==> src/rtl/mp_issue_ctrl.sv <==
// mp_issue_ctrl: issue controller in front of the datapath instruction input.
// Buffers producer instructions in a small FIFO, discards invalid opcodes,
// holds back the head while a source register is still being written by a
// recently issued instruction, and registers at most one issue per cycle.
// Optional build macro: MP_ISSUE_STATS_EN adds saturating issue/drop/stall
// counters (stat_issued, stat_dropped, stat_stalls).
module mp_issue_ctrl #(
   parameter int FIFO_DEPTH = 4,
   parameter int HAZ_DEPTH  = 2
) (
   input  logic        clk,
   input  logic        rst,
   input  logic        in_valid,
   input  logic [31:0] in_instr,
   output logic        in_ready,
   input  logic        flush,
   output logic        issue_valid,
   output logic [31:0] issue_instr,
   output logic        drop_pulse,
   output logic        busy,
   output logic [1:0]  state
`ifdef MP_ISSUE_STATS_EN
   ,
   output logic [15:0] stat_issued,
   output logic [15:0] stat_dropped,
   output logic [15:0] stat_stalls
`endif
);

   localparam int PTR_W = $clog2(FIFO_DEPTH);
   localparam int CNT_W = PTR_W + 1;

   localparam logic [1:0] S_IDLE  = 2'd0;
   localparam logic [1:0] S_ISSUE = 2'd1;
   localparam logic [1:0] S_STALL = 2'd2;
   localparam logic [1:0] S_FLUSH = 2'd3;

   // FIFO storage and bookkeeping
   logic [31:0]      mem [FIFO_DEPTH];
   logic [PTR_W-1:0] wr_ptr_reg;
   logic [PTR_W-1:0] rd_ptr_reg;
   logic [CNT_W-1:0] count_reg;
   logic [CNT_W-1:0] count_next;

   // Hazard window: entry 0 is the newest issue
   logic [HAZ_DEPTH-1:0] win_valid_reg;
   logic [4:0]           win_addr_reg [HAZ_DEPTH];

   // Output and FSM registers
   logic        issue_valid_reg;
   logic [31:0] issue_instr_reg;
   logic        drop_reg;
   logic [1:0]  state_reg;
   logic [1:0]  state_next;

   // Head decode
   logic [31:0] head;
   logic [5:0]  head_op;
   logic [4:0]  head_a1;
   logic [4:0]  head_a2;
   logic [4:0]  head_dst;
   logic        op_valid;
   logic        op_unary;

   // Per-cycle decisions
   logic full;
   logic empty;
   logic in_flush;
   logic flush_now;
   logic head_live;
   logic drop_now;
   logic stall_now;
   logic issue_now;
   logic push;
   logic pop;
   logic hit;
   logic hit_next;
   logic [HAZ_DEPTH-1:0] match;
   logic [HAZ_DEPTH-1:0] match_keep;

   // The FIFO is tiny, so the head is read combinationally for evaluation.
   assign head     = mem[rd_ptr_reg];
   assign head_op  = head[5:0];
   assign head_a1  = head[10:6];
   assign head_a2  = head[15:11];
   assign head_dst = head[20:16];

   // Opcode classification: which opcodes exist and which read addr1 only
   always_comb begin
      op_valid = 1'b0;
      op_unary = 1'b0;
      case (head_op)
         6'd2, 6'd7, 6'd13: begin
            op_valid = 1'b1;
            op_unary = 1'b1;
         end
         6'd3, 6'd4, 6'd5, 6'd6, 6'd8, 6'd10, 6'd12, 6'd15: begin
            op_valid = 1'b1;
         end
         default: begin
            op_valid = 1'b0;
         end
      endcase
   end

   // RAW compare against every window entry. match_keep excludes the oldest
   // entry, which is exactly the set that will still be live next cycle if
   // the head stalls now (a stall inserts nothing into the window).
   genvar gi;
   generate
      for (gi = 0; gi < HAZ_DEPTH; gi++) begin : g_haz
         assign match[gi] = win_valid_reg[gi] &&
                            ((win_addr_reg[gi] == head_a1) ||
                             (!op_unary && (win_addr_reg[gi] == head_a2)));
         if (gi < HAZ_DEPTH - 1) begin : g_keep
            assign match_keep[gi] = match[gi];
         end else begin : g_oldest
            assign match_keep[gi] = 1'b0;
         end
      end
   endgenerate

   assign hit      = |match;
   assign hit_next = |match_keep;

   assign full      = (count_reg == CNT_W'(FIFO_DEPTH));
   assign empty     = (count_reg == '0);
   assign in_flush  = (state_reg == S_FLUSH);
   assign flush_now = flush && !in_flush;
   assign in_ready  = !full && !in_flush;

   assign head_live = !empty && !flush_now;
   assign drop_now  = head_live && !op_valid;
   assign stall_now = head_live && op_valid && hit;
   assign issue_now = head_live && op_valid && !hit;
   assign pop       = drop_now || issue_now;
   assign push      = in_valid && in_ready && !flush_now;

   // Occupancy after this cycle; flush wins over any push or pop
   always_comb begin
      count_next = count_reg;
      if (flush_now) begin
         count_next = '0;
      end else begin
         case ({push, pop})
            2'b10:   count_next = count_reg + CNT_W'(1);
            2'b01:   count_next = count_reg - CNT_W'(1);
            default: count_next = count_reg;
         endcase
      end
   end

   // Next state. STALL is entered only when the head is certain to remain
   // blocked next cycle too, so it marks cycles of a sustained stall.
   always_comb begin
      state_next = state_reg;
      if (in_flush) begin
         if (!(|win_valid_reg)) begin
            state_next = S_IDLE;
         end
      end else if (flush_now) begin
         state_next = S_FLUSH;
      end else if (stall_now && hit_next) begin
         state_next = S_STALL;
      end else if (count_next != '0) begin
         state_next = S_ISSUE;
      end else begin
         state_next = S_IDLE;
      end
   end

   // FIFO data write; storage needs no reset because count gates every read
   always_ff @(posedge clk) begin
      if (push) begin
         mem[wr_ptr_reg] <= in_instr;
      end
   end

   // FIFO pointers and count; pointers wrap naturally at a power-of-two depth
   always_ff @(posedge clk or posedge rst) begin
      if (rst) begin
         wr_ptr_reg <= '0;
         rd_ptr_reg <= '0;
         count_reg  <= '0;
      end else begin
         count_reg <= count_next;
         if (flush_now) begin
            wr_ptr_reg <= '0;
            rd_ptr_reg <= '0;
         end else begin
            if (push) begin
               wr_ptr_reg <= wr_ptr_reg + PTR_W'(1);
            end
            if (pop) begin
               rd_ptr_reg <= rd_ptr_reg + PTR_W'(1);
            end
         end
      end
   end

   // Hazard window shifts every cycle; only an issue inserts a valid entry
   always_ff @(posedge clk or posedge rst) begin
      if (rst) begin
         win_valid_reg <= '0;
         for (int i = 0; i < HAZ_DEPTH; i++) begin
            win_addr_reg[i] <= '0;
         end
      end else begin
         win_valid_reg[0] <= issue_now;
         win_addr_reg[0]  <= head_dst;
         for (int i = 1; i < HAZ_DEPTH; i++) begin
            win_valid_reg[i] <= win_valid_reg[i-1];
            win_addr_reg[i]  <= win_addr_reg[i-1];
         end
      end
   end

   // Registered issue/drop outputs; issue_instr holds between issues
   always_ff @(posedge clk or posedge rst) begin
      if (rst) begin
         issue_valid_reg <= 1'b0;
         issue_instr_reg <= '0;
         drop_reg        <= 1'b0;
      end else begin
         issue_valid_reg <= issue_now;
         drop_reg        <= drop_now;
         if (issue_now) begin
            issue_instr_reg <= head;
         end
      end
   end

   // FSM state register
   always_ff @(posedge clk or posedge rst) begin
      if (rst) begin
         state_reg <= S_IDLE;
      end else begin
         state_reg <= state_next;
      end
   end

   assign issue_valid = issue_valid_reg;
   assign issue_instr = issue_instr_reg;
   assign drop_pulse  = drop_reg;
   assign state       = state_reg;
   assign busy        = !empty || (|win_valid_reg) || in_flush;

`ifdef MP_ISSUE_STATS_EN
   logic [15:0] stat_issued_reg;
   logic [15:0] stat_dropped_reg;
   logic [15:0] stat_stalls_reg;

   // Saturating event counters; cleared only by reset, never by flush
   always_ff @(posedge clk or posedge rst) begin
      if (rst) begin
         stat_issued_reg  <= '0;
         stat_dropped_reg <= '0;
         stat_stalls_reg  <= '0;
      end else begin
         if (issue_now && (stat_issued_reg != 16'hFFFF)) begin
            stat_issued_reg <= stat_issued_reg + 16'd1;
         end
         if (drop_now && (stat_dropped_reg != 16'hFFFF)) begin
            stat_dropped_reg <= stat_dropped_reg + 16'd1;
         end
         if ((state_reg == S_STALL) && (stat_stalls_reg != 16'hFFFF)) begin
            stat_stalls_reg <= stat_stalls_reg + 16'd1;
         end
      end
   end

   assign stat_issued  = stat_issued_reg;
   assign stat_dropped = stat_dropped_reg;
   assign stat_stalls  = stat_stalls_reg;
`endif

endmodule

==> config.mk <==
export PLATFORM = sky130hd
export DESIGN_NAME = mp_issue_ctrl
export DESIGN_NICKNAME = d
export VERILOG_FILES = /design/src/rtl/mp_issue_ctrl.sv
export SDC_FILE = /design/constraint.sdc
export NUM_CORES = 1
export LEC_CHECK = 0
export CAP_MARGIN = 10
export CORE_UTILIZATION = 30
export CTS_CLUSTER_SIZE = 10
export DETAILED_ROUTE_END_ITERATION = 7
export GPL_ROUTABILITY_DRIVEN = 1
export GPL_TIMING_DRIVEN = 0
export HOLD_SLACK_MARGIN = 0.02
export SYNTH_ARGS = -nofsm -noshare
export SYNTH_HDL_FRONTEND = slang
export SYNTH_SLANG_ARGS = --single-unit
export TNS_END_PERCENT = 100
==> constraint.sdc <==
create_clock -name clk -period 9.4 [get_ports clk]
set_input_delay 1.41 -clock clk [delete_from_list [all_inputs] [get_ports clk]]
set_output_delay 1.41 -clock clk [all_outputs]
set_load 0.05 [all_outputs]
==> metrics.md, run 1 <==
| Metric | Value |
|---|---|
| Chip width | 156.4 um |
| Net count, final | 496 |
| Overflow after GRT | 0 |
| Max-cap viol count | 0 |
| Worst-Skew Late Latency | 0.42 ns |
| Full die area | 24,460 um2 |
| Min Hold Slack | 0.4489 ns |
| Setup CP Type | flip-flop to flip-flop |
| Num CTS Buffers | 17 |
| EDFF count, synth | 128 |
| Syn Std Cell Area | 7152 um2 |
| Fin crit share | 48.86% |
| DRC | 0 |
| Overall routing resource usage | 12.95% |
| Cts repair resizes | 0 |
| Row cnt | 56 |
| Number of DRC markers in iteration 0 | 202 |
| DR vias | 3,511 |
| Multiplexer share of the synthesized area | 16.38% |
| 1st-pass router iterations | 4 |
| Die extent in y | 156.4 um |
| Slowest cell delay on critical path | 0.66 ns |
| Cts hold-fix bufs | 0 |
| Startpoint Class | flip-flop |
| CTS tree | done |
| Post-route core utilization | 38.26% |
| First-pass GRT wire length | 22,620 um |
| Leak Pwr | 3.155 nW |
| Hold Crit Start | win_addr_reg[8]$_DFF_PP0_ |
| Crit. End Element | flip-flop |
| TNS Setup | 0 ns |
| Outcome | complete, no violations |
| Commonest non-fill, non-tap cell in the layout | edfxtp_1 |
| Syn-to-layout area delta | 25.21% |
| ANT cells | 0 |
| Vias in the first global route | 3,891 |
| Post-synthesis simple-gate area fraction | 3.779% |
| RSZ-0062 raised after global routing | no |
| Setup Buffers After CTS | 0 |
| Worst EP arrival | 4.94 ns |
| Setup Skew | 0.006140 ns |
| Depth of the most critical reg-to-reg path | 15 |
| Core Area | 23,400 um2 |
| Starting Density | 30.56% |
| Hold path cells | 0 |
| Fin area | 8955 um2 |
| Area contributors post-synth | edfxtp_1 (54%), dfrtp_1 (19%), mux4_2 (9.8%) |
| Hold EP | win_addr_reg[3]$_DFF_PP0_ |
| Data required, critical path | 9.74 ns |
| CTS HTree Levels | 4 |
| Post-Syn Instances | 357 |
| Worst slew pin tran | 0.8853 ns |
| Seq/Total Area, Yosys | 72.64% |
| Final hold vios | 0 |
| DR WL/cell | 18.50 um |
| Main combinational cell family by area after synthesis | multiplexers |
| Xor and xnor area share after synthesis | 2.939% |
| IO Pins | 74 |
| Ys Warns | 0 |
| Synth Area in Compound Gates | 1.592% |
| Multi-input gate area | 1853 um2 |
| Antenna violation net count after detailed routing | 0 |
| Number of library cell types mapped by synthesis | 44 |
| Overall routed net length | 14,540 um |
| Largest register FFs | 128 |
| Clk buf depth | 2 |
| Synth Register Bits | 182 |
| FF-to-FF setup slack | 4.81 ns |
| Placed insts | 754 |
| Final min period | 4.593 ns |
| Syn Area/Cell | 20.03 um2 |
| Area of all sequential standard cells | 5195 um2 |
| Root Driver | clkbuf_16 |
| Largest net degree at the start of global routing | 36 |
| Max transition margin | 40.98% |
| Num Clock Sinks | 182 |
| Syn_nets | 399 |
| Initial antenna violation count | 1 |
| Cell-by-cell trace of the critical path | clkbuf_1 -> buf_2 -> mux4_2 -> o311ai_1 -> nor3_1 -> and3b_4 -> a21oi_1 -> inv_1 -> ha_1 -> fa_1 -> xnor2_1 -> or3_1 -> a21oi_1 -> o41ai_1 -> a31oi_1 |
| Detailed placement HPWL | 9814 um |
| Ys flop type | edfxtp_1 |
| VDD IR max | 0.1545 mV |
| Post-DP Area | 8387 um2 |
| PD cells | 335.8 nW/um2 |
| GP Congestion | 0.8366 |
| Adder-cell area share of the yosys netlist | 1.155% |
| Share of cells above drive strength 1 | 22.70% |
| Async S/R FF share, synth | 29.67% |
| Fin cells | 786 |
| Peak fanout along the critical path | 10 |
| Port buffer count | 73 |
| Top cell type's share of synthesized area | 53.74% |
| # setup viols final | 0 |
| Fmax | 0.2177 GHz |
| Most frequent cells in the layout | edfxtp_1 (128), clkdlybuf4s50_1 (73), dfrtp_1 (54) |
| Slowest cell on crit path | o311ai_1 |
| Via density | 4.467 |
| Cell repeated most along the worst path | a21oi_1 |
| Worst r2r src | rd_ptr_reg[1]$_DFFE_PP0P_ |
| Reg-to-Reg End | state[0]$_DFFE_PP0P_ |
| Clock transition at path regs | 0.06 ns |
| Hold WC Path Type | flip-flop to flip-flop |
| Filler instances | 2,183 |
| Max-slew violation count | 0 |
| Largest area contributor in the netlist | edfxtp_1 |
[worst max-delay path by stage]
stage / startpoint / end / cells after the start
final: rd_ptr_reg[1]$_DFFE_PP0P_ / state[0]$_DFFE_PP0P_ / 15
after global routing: rd_ptr_reg[1]$_DFFE_PP0P_ / state[0]$_DFFE_PP0P_ / 15
after CTS: rd_ptr_reg[1]$_DFFE_PP0P_ / state[0]$_DFFE_PP0P_ / 15
after detailed placement: flush / state[0]$_DFFE_PP0P_ / 14
after global placement: flush / state[0]$_DFFE_PP0P_ / 14
after floorplan: flush / state[0]$_DFFE_PP0P_ / 13
[layer usage]
layer	wire length (um)	vias to the layer above	global-route usage, %	part of all wire [%]
met3	608	20	3.295	4.2
met4	242	2	4.762	1.7
met5	16	-	0	0.11
met2	7158	68	21.36	49
met1	6514	1841	16.41	45
li1	-	1580	-	-
[cells by family (layout without fill, tap and decap cells)]
logic type               count (synthesis)  count (layout)
AO/OA/AOI/OAI                           17              17
XOR/XNOR                                24              24
AND/OR/NAND/NOR                         46              46
multiplexers                            64              64
adder cells (fa/ha/maj)                  6               6
buffers and inverters                   18             128
flip-flops                             182             182
[through the flow]
step           power, mW  worst slack (ns)
2_1_floorplan      1.971             5.636
3_3_place_gp       2.311             4.724
3_5_place_dp       2.351             4.676
4_1_cts            3.042             4.834
5_1_grt            3.155             4.560
6_report           3.007             4.807
[synthesized netlist by cell type (2+ instances only)]
library cell	number
buf_6	5
nand2_1	4
clkbuf_1	4
nor2_1	11
mux2i_1	3
xor2_1	18
o22ai_1	2
a211oi_1	2
nor2b_1	2
buf_1	2
xnor2_1	6
mux2_4	28
nor3_1	2
and2_1	9
mux2_1	2
mux4_2	31
nor3b_1	2
nand3_1	2
dfrtp_1	54
ha_1	5
nor4_1	3
and3_1	4
a21oi_1	4
inv_1	5
edfxtp_1	128
[worst max-delay path: cells and delay by family, from the launching register on]
family	cells	cell delay [ns]
compound gates	5	1.34
buf+inv	3	0.90
simple gates	3	0.78
fa+ha+maj	2	0.62
mux	1	0.41
flops	1	0.32
xor+xnor	1	0.14
[power by group]
part,internal (mW),switching [mW],leakage [nW]
clock,0.402,0.284,0.269
sequential,1.02,0.102,1.82
combinational,0.518,0.679,1.07
total,1.94,1.06,3.15
[layout make-up]
type	instances	share of cell area, %
Sequential cell	182	58.01
Multi-Input combinational cell	157	20.69
Timing Repair Buffer	78	9.278
Clock buffer	22	5.184
Tap cell	319	4.457
Clock inverter	10	1.160
Buffer	12	0.9361
Inverter	6	0.2794
(Power assumes the default switching activity.)
==> run 2, diff against run 1 <==
Clock period 9.4 ns to 3.8 ns, I/O delays scaled along.
==> metrics.md, run 2 (synthesis gave the netlist of run 1 again) <==
| Metric | Value |
|---|---|
| Failing checks | negative setup slack |
| GP Congestion | 0.8366 |
| Setup WS post-layout | -0.01255 ns |
| Port buffer count | 73 |
| Fin crit share | 100.3% |
| Syn-to-layout area delta | 27.71% |
| CTS tree | done |
| Clock transition at path regs | 0.06 ns |
| Via density | 4.491 |
| Setup CP Type | flip-flop to flip-flop |
| Clk buf depth | 2 |
| Chip width | 156.4 um |
| Root Driver | clkbuf_16 |
| Overall routing resource usage | 13.06% |
| ANT cells | 0 |
| Hold WC Path Type | flip-flop to flip-flop |
| Worst slew pin tran | 0.8872 ns |
| First-pass GRT wire length | 22,780 um |
| Fin area | 9134 um2 |
| Starting Density | 30.56% |
| Die extent in y | 156.4 um |
| Setup Skew | 0.006247 ns |
| Post-DP Area | 8387 um2 |
| Overall routed net length | 14,770 um |
| Full die area | 24,460 um2 |
| Data required, critical path | 4.14 ns |
| Worst slack, placed | -0.7546 ns |
| Number of DRC markers in iteration 0 | 168 |
| DR WL/cell | 18.48 um |
| Commonest non-fill, non-tap cell in the layout | edfxtp_1 |
| 1st-pass router iterations | 4 |
| Post-route core utilization | 39.03% |
| DR vias | 3,588 |
| Placed insts | 754 |
| Min Hold Slack | 0.4489 ns |
| Largest net degree at the start of global routing | 36 |
| Share of cells above drive strength 1 | 26.46% |
| Detailed placement HPWL | 9814 um |
| Final min period | 3.813 ns |
| TNS Setup | -0.01255 ns |
| PD cells | 833.6 nW/um2 |
| Num Clock Sinks | 182 |
| IO Pins | 74 |
| CTS HTree Levels | 4 |
| Core Area | 23,400 um2 |
| Fmax | 0.2623 GHz |
| Max-slew violation count | 0 |
| Row cnt | 56 |
| Worst EP arrival | 4.15 ns |
| Total power | 7.614 mW |
| Leak Pwr | 3.236 nW |
| Overflow after GRT | 0 |
| Antenna violation net count after detailed routing | 0 |
| Net count, final | 509 |
| Largest register FFs | 128 |
| Vias in the first global route | 3,910 |
| Peak fanout along the critical path | 7 |
| DRC | 0 |
| Worst-Skew Late Latency | 0.42 ns |
| Most frequent cells in the layout | edfxtp_1 (128), clkdlybuf4s50_1 (73), dfrtp_1 (53) |
| Crit. End Element | flip-flop |
| RSZ-0062 raised after global routing | yes |
| Fin cells | 799 |
| Outcome | finished, violations left |
| # setup viols final | 1 |
| Initial antenna violation count | 1 |
| Max-cap viol count | 0 |
| Final hold vios | 0 |
| Max transition margin | 40.85% |
| Num CTS Buffers | 17 |
| VDD IR max | 0.3841 mV |
| Startpoint Class | flip-flop |
==> run 2: cell types whose count changed in the layout (fill, tap and decap cells not counted), sizes merged <==
cell,before,now
clkbuf,26,25
buf,13,27
==> run 2: cell type report <==
class	count	area, um2
fill	2174	14270
sequential	182	5196
multi-input combinational	157	1906
timing repair buffer	92	939.7
clock buffer	22	464.2
tap	319	399.1
clock inverter	10	103.9
buffer	11	100.1
inverter	6	25.02
==> run 2: metal layers <==
metal | GRT usage [%] | share of wire [%]
met1 | 16.56 | 45
met2 | 21.60 | 50
met3 | 3.295 | 3.4
met4 | 4.762 | 1.4
met5 | 0 | 0.11
==> run 2: power by group <==
group          leakage, nW  total [mW]  switching, mW  internal [mW]
clock                0.269        1.70          0.703          0.995
sequential            1.82        2.80          0.274           2.53
combinational         1.15        3.11           1.72           1.40
total                 3.24        7.61           2.69           4.92
==> run 2: worst paths after layout <==
kind                                            from                     endpoint  slack (ns)  cells after the start
setup / recovery           rd_ptr_reg[0]$_DFFE_PP0P_         state[0]$_DFFE_PP0P_       -0.01                     16
hold reg to reg            win_addr_reg[8]$_DFF_PP0_    win_addr_reg[3]$_DFF_PP0_        0.45                      0
hold / removal             win_addr_reg[8]$_DFF_PP0_    win_addr_reg[3]$_DFF_PP0_        0.45                      0
max in group asynchronous                        rst  issue_instr[11]$_DFFE_PP0P_        2.75                      3
min in group asynchronous                        rst  issue_instr[21]$_DFFE_PP0P_        0.47                      2
setup reg to reg           rd_ptr_reg[0]$_DFFE_PP0P_         state[0]$_DFFE_PP0P_       -0.01                     16
==> run 2: repair_timing <==
action,4_1_cts,5_1_grt
hold buffers,0,0
endpoints found under the hold margin,0,0
endpoints found under the setup margin,3,2
pin swaps,4,7
setup buffers,10,4
gates resized for setup,17,1
==> run 2: critical path, stage by stage, from the launching register on <==
cell and delay, ns:
dfrtp_1 0.37, buf_12 0.15, buf_4 0.13, mux4_2 0.56
xor2_1 0.17, nor4_1 0.25, and3_1 0.23, and3b_4 0.22
a21oi_4 0.16, inv_1 0.07, ha_2 0.20, fa_2 0.33
xnor2_1 0.14, or3_1 0.33, a21oi_2 0.19, o41ai_2 0.09
a31oi_1 0.14
